`config.mk`:
```
export PLATFORM = sky130hd
export DESIGN_NAME = w21_neuron_mac
export DESIGN_NICKNAME = d
export VERILOG_FILES = /design/src/rtl/w21_neuron_mac.sv
export SDC_FILE = /design/constraint.sdc
export NUM_CORES = 1
export LEC_CHECK = 0
export ABC_CLOCK_PERIOD_IN_PS = 5920
export BUFFER_PORTS_ARGS = -buffer_cell sky130_fd_sc_hd__buf_2
export CORE_ASPECT_RATIO = 1.75
export CORE_MARGIN = 4
export CORE_UTILIZATION = 50
export CTS_CLUSTER_DIAMETER = 60
export DETAILED_ROUTE_END_ITERATION = 8
export HOLD_SLACK_MARGIN = 0.1
export PLACE_DENSITY = 0.7
export SKIP_CTS_REPAIR_TIMING = 1
export SYNTH_ARGS = -nofsm -noshare
export SYNTH_HDL_FRONTEND = slang
export SYNTH_SLANG_ARGS = --single-unit
export TNS_END_PERCENT = 1
```
`constraint.sdc`:
```
create_clock -name clk -period 5.92 [get_ports clk]
set_input_delay 0.296 -clock clk [delete_from_list [all_inputs] [get_ports clk]]
set_output_delay 0.296 -clock clk [all_outputs]
set_load 0.05 [all_outputs]
```
`src/rtl/w21_neuron_mac.sv`:
```
// w21_neuron_mac: output-layer neuron engine, column 7 of the layer-2 weights.
// Walks adrs_clm over 0..N_IN-1 into a combinational weight ROM and activation
// buffer, multiplies each signed pair and accumulates the exact dot product.
// Ports: clk, rst (sync, active high), start | weight_in, act_in (same-cycle
//   data for adrs_clm) | adrs_clm, busy, done (1-cycle pulse), result (held).
// Latency: done appears N_IN+2 cycles after start is accepted; start is only
//   sampled in IDLE, so requests while busy or during done are dropped.
// Optional feature: define W21_NEURON_RELU_EN to clamp a negative sum to 0.

module w21_neuron_mac #(
  parameter int N_IN   = 300,
  parameter int ADRS_W = 9,
  parameter int W_W    = 21,
  parameter int ACT_W  = 16,
  parameter int ACC_W  = 46
) (
  input  logic              clk,
  input  logic              rst,
  input  logic              start,
  input  logic [W_W-1:0]    weight_in,
  input  logic [ACT_W-1:0]  act_in,
  output logic [ADRS_W-1:0] adrs_clm,
  output logic              busy,
  output logic              done,
  output logic [ACC_W-1:0]  result
);

  localparam int PROD_W = W_W + ACT_W;
  localparam logic [ADRS_W-1:0] LAST = ADRS_W'(N_IN - 1);

  typedef enum logic [1:0] {IDLE, RUN, DRAIN, DONE} state_t;

  state_t state, state_nxt;

  logic [ADRS_W-1:0]        idx;
  logic signed [PROD_W-1:0] w_ext, a_ext, prod_mul, prod;
  logic                     prod_vld;
  logic signed [ACC_W-1:0]  acc, prod_ext, sum_last, result_nxt;

  // Both operands sign-extended to the full product width so the multiply
  // is exact and carries no implicit width conversion.
  assign w_ext    = PROD_W'($signed(weight_in));
  assign a_ext    = PROD_W'($signed(act_in));
  assign prod_mul = w_ext * a_ext;
  assign prod_ext = {{(ACC_W-PROD_W){prod[PROD_W-1]}}, prod};

  // Sum including the final registered product, written to result in DRAIN.
  assign sum_last = acc + prod_ext;

`ifdef W21_NEURON_RELU_EN
  assign result_nxt = sum_last[ACC_W-1] ? '0 : sum_last;
`else
  assign result_nxt = sum_last;
`endif

  // State register
  always_ff @(posedge clk) begin
    if (rst) begin
      state <= IDLE;
    end else begin
      state <= state_nxt;
    end
  end

  // Next-state logic
  always_comb begin
    state_nxt = state;
    case (state)
      IDLE:    if (start) state_nxt = RUN;
      RUN:     if (idx == LAST) state_nxt = DRAIN;
      DRAIN:   state_nxt = DONE;
      DONE:    state_nxt = IDLE;
      default: state_nxt = IDLE;
    endcase
  end

  // Outputs (Moore)
  always_comb begin
    busy     = (state != IDLE);
    done     = (state == DONE);
    adrs_clm = '0;
    case (state)
      IDLE:    adrs_clm = '0;
      RUN:     adrs_clm = idx;
      DRAIN:   adrs_clm = LAST;
      DONE:    adrs_clm = LAST;
      default: adrs_clm = '0;
    endcase
  end

  // Datapath: one-stage product pipeline feeding the accumulator. The product
  // of address k is added while address k+1 is being multiplied, so the last
  // product is folded in during DRAIN.
  always_ff @(posedge clk) begin
    if (rst) begin
      idx      <= '0;
      prod     <= '0;
      prod_vld <= 1'b0;
      acc      <= '0;
      result   <= '0;
    end else begin
      case (state)
        IDLE: begin
          if (start) begin
            idx      <= '0;
            acc      <= '0;
            prod_vld <= 1'b0;
            result   <= '0;
          end
        end
        RUN: begin
          prod     <= prod_mul;
          prod_vld <= 1'b1;
          if (prod_vld) acc <= acc + prod_ext;
          // Stop at the last address so the ROM is never addressed past it.
          if (idx != LAST) idx <= idx + ADRS_W'(1);
        end
        DRAIN: begin
          acc      <= sum_last;
          result   <= result_nxt;
          prod_vld <= 1'b0;
        end
        default: ;
      endcase
    end
  end

endmodule

```
==> flow_summary.toml <==
[placement]
dp_hpwl_um = 41300
gp_congestion = 0.945
pre_cts_ws_ns = -0.452
io_buffers = 96

[clocking]
cts_sinks = 141
clkTransAtPathRegs_ns = 0.06
clockBufferDepth = 2
cts_root_buffer = "clkbuf_16"
worstSkewPairLatency_ns = 0.43
htreeDepth = 4
cts_tree = "built"
cts-buffers-inserted = 17

[global_routing]
track_usage = 0.234
overflow = 0
antenna_found_initial = 0
grt_pass1_wl_um = 82300
grt_pass1_vias = 17300
grt_max_degree = 66

[timing]
grt_setup_unrepaired = "yes"
finalSetupViolCount = 0
relSlewSlack = 0.143
finClkSkew_ns = 0.00665
fin_crit_ns = 5.84
hold_viol = 0
fin_crit_sh = 0.986
max_freq_mhz = 171
drv_slew = 0
worst_slew_pin_slew_ns = 1.28
fin_hold_ws_ns = 0.330
setup_slack_ns = 0.0815

[yosys]
ys_ff_latch = 141
syn_area_per_cell_um2 = 8.69
synth-simple-area-share = 0.161
synth_fa_ha_area_frac = 0.427
ys_seq_area_frac = 0.143
ys_async_sr_fraction = 0
ys.warnings.count = 0
synth_cells = 2277
synth_compound_area_frac = 0.121
syn_area_um2 = 19800
synth-edff-count = 0
synth_top_family_by_area = "adder cells"
synth_xor_area_frac = 0.0341
syn_nets = 2792
yosysUniqueCellTypes = 67
synthMuxAreaShare = 0.0137
synth-main-ff-cell = "dfxtp_1"

[floorplan]
initial_core_util = 0.505
core_area_um2 = 39200
fp.dieW_um = 158
pin_count = 97
die-height_um = 271
std_cell_rows = 96
fp.dieArea_um2 = 42900

[finish]
layout.nets = 2957
area_delta_synth_final_pct = 13.9
diodes = 0
drive_above_1_share = 0.131
final_util = 0.575

[drt]
vias = 16000
drtPass1Iterations = 6
wire_per_inst_um = 16.5
drt-vias-per-instance = 5.42
met1_length_um = 18200
wl_met2_um = 27000
remaining_drc_errors = 0
wirelength_um = 48500
drtAntennaViolNets = 0
wl_met3_um = 1640
drtIter0Drc = 696
top_layer = "met4"

[run_status]
status = "finished clean"

[worst_hold_path]
whs_path_depth = 2
hold_path_class = "in -> reg"
worstHoldStart = "rst"
hold-path-endpoint = "state[1]"

[critical_path]
regToRegSetupSlack_ns = 2.42
crit_fanout = 9
cp-start-kind = "input pin"
critical_path.top_delay_family = "adder cells"
cpPeakStageDelay_ns = 0.59
arrival_ns = 6.13
critical_path.slowest_cell = "fa_1"
endpoint_kind = "flop"
ff2ff_path_depth = 11
reg2reg_to = "acc[45]"
critical_path_class = "in -> reg"
worst-path-buf-inv = 5
worstPathRequired_ns = 6.21
r2r-start = "acc[17]"
cp_cell_sequence = "buf_6, buf_4, and2_1, fa_1, fa_1, fa_1, fa_1, fa_1, inv_1, fa_1, inv_1, ha_4, a21o_1, a21oi_2, o21ai_2, or4_4, o21ai_4, o21ai_4, buf_4, a31o_2, xnor2_2, o22ai_1"
cp_common_cell = "fa_1"

[flow_run]
maxCapViolCount = 0
==> layout make-up <==
class,instances,area (um^2)
fillers,3457,16600
multi-input cells,1606,15100
flip-flops and latches,141,2820
repair buffers,245,1750
inverters,431,1620
well taps,490,613
clock buffers,18,439
clock inverters,14,145
==> how the worst max path moves through the flow <==
stage,startpoint,to,depth (start not counted)
floorplan,weight_in[11],prod[35],22
global placement,act_in[3],prod[31],26
detailed placement,act_in[3],prod[36],25
CTS,act_in[3],prod[35],25
global route,weight_in[7],prod[32],22
finish,weight_in[7],prod[32],22
==> worst reg2reg max path: cells and delay by family (launching register included) <==
family | cells | cell delay (ns)
adders and majority gates | 1 | 0.43
muxes | 1 | 0.26
AOI/OAI and AO/OA | 4 | 1.16
and+or+nand+nor | 5 | 1.26
DFF | 1 | 0.33
==> cell usage after synthesis (all sizes together), types with 3 or more instances <==
cell     number  share of area
inv         428          0.081
fa          333           0.34
nand2       262          0.050
nor2        157          0.030
ha          142          0.090
dfxtp       141           0.14
and2        135          0.043
a21oi        93          0.024
clkbuf       92          0.017
a22oi        62          0.024
xnor2        50          0.022
o21ai        47          0.012
a21o         36          0.014
mux2i        27          0.014
xor2         27          0.012
nand3        21         0.0053
nor3         18         0.0046
nand2b       17         0.0054
a22o         15         0.0066
nand4        15         0.0047
and3         14         0.0044
a31oi        13         0.0052
a211oi       11         0.0042
nor2b        10         0.0032
o21bai       10         0.0038
nor4          9         0.0028
o211ai        8         0.0033
o21a          8         0.0030
a32o          7         0.0035
buf           7         0.0014
a2111oi       6         0.0036
a31o          4         0.0018
or2           4         0.0013
or3           4         0.0013
or4           4         0.0015
a211o         3         0.0013
and4          3         0.0014
clkinv        3        0.00057
o31a          3         0.0013
o31ai         3         0.0011
o41ai         3         0.0017
==> registers in the layout (all words and copies together), names as in the netlist <==
signal and flops:
acc 46, idx 9, result 46, prod 37, prod_vld 1, state 2
==> routing by layer <==
| layer | vias to the layer above | global-route usage |
|---|---|---|
| met5 | - | 0 |
| li1 | 7508 | - |
| met3 | 124 | 0.0266 |
| met1 | 7922 | 0.264 |
| met4 | 0 | 0.0874 |
| met2 | 406 | 0.442 |
==> cell families after synthesis <==
family                     count (synthesis)
and+or+nand+nor                          679
buffers and inverters                    530
adders and majority gates                475
AOI/OAI and AO/OA                        348
DFF                                      141
xor gates and xnor gates                  77
muxes                                     27
==> per-stage QoR <==
| step | cells | TNS [ns] | cell area, um^2 |
|---|---|---|---|
| 5_1_grt | 2945 | -0.299 | 22500 |
| 4_1_cts | 2943 | -0.00656 | 22300 |
| 3_5_place_dp | 2911 | -4.63 | 21700 |
| 6_report | 2945 | 0 | 22500 |
| 2_1_floorplan | 2277 | 0 | 19800 |
| 3_3_place_gp | 2911 | -3.37 | 21700 |
==> cell usage in the layout (no fill, tap or decap), types with 12 or more instances in the layout <==
master	n
inv_1	427
fa_1	332
nand2_1	260
nor2_1	155
buf_4	144
dfxtp_1	141
ha_1	138
and2_1	135
a21oi_1	89
buf_2	78
a22oi_1	62
xnor2_1	49
a21o_1	36
o21ai_0	33
xor2_1	27
mux2i_1	26
nand3_1	21
clkbuf_16	17
nand2b_1	16
nor3_1	16
nand4_1	15
a22o_1	15
and3_1	14
clkbuf_4	12
Power is left out: the tool's default activity adds up to more than one toggle a clock period on the data nets, which glitch-free logic cannot reach.
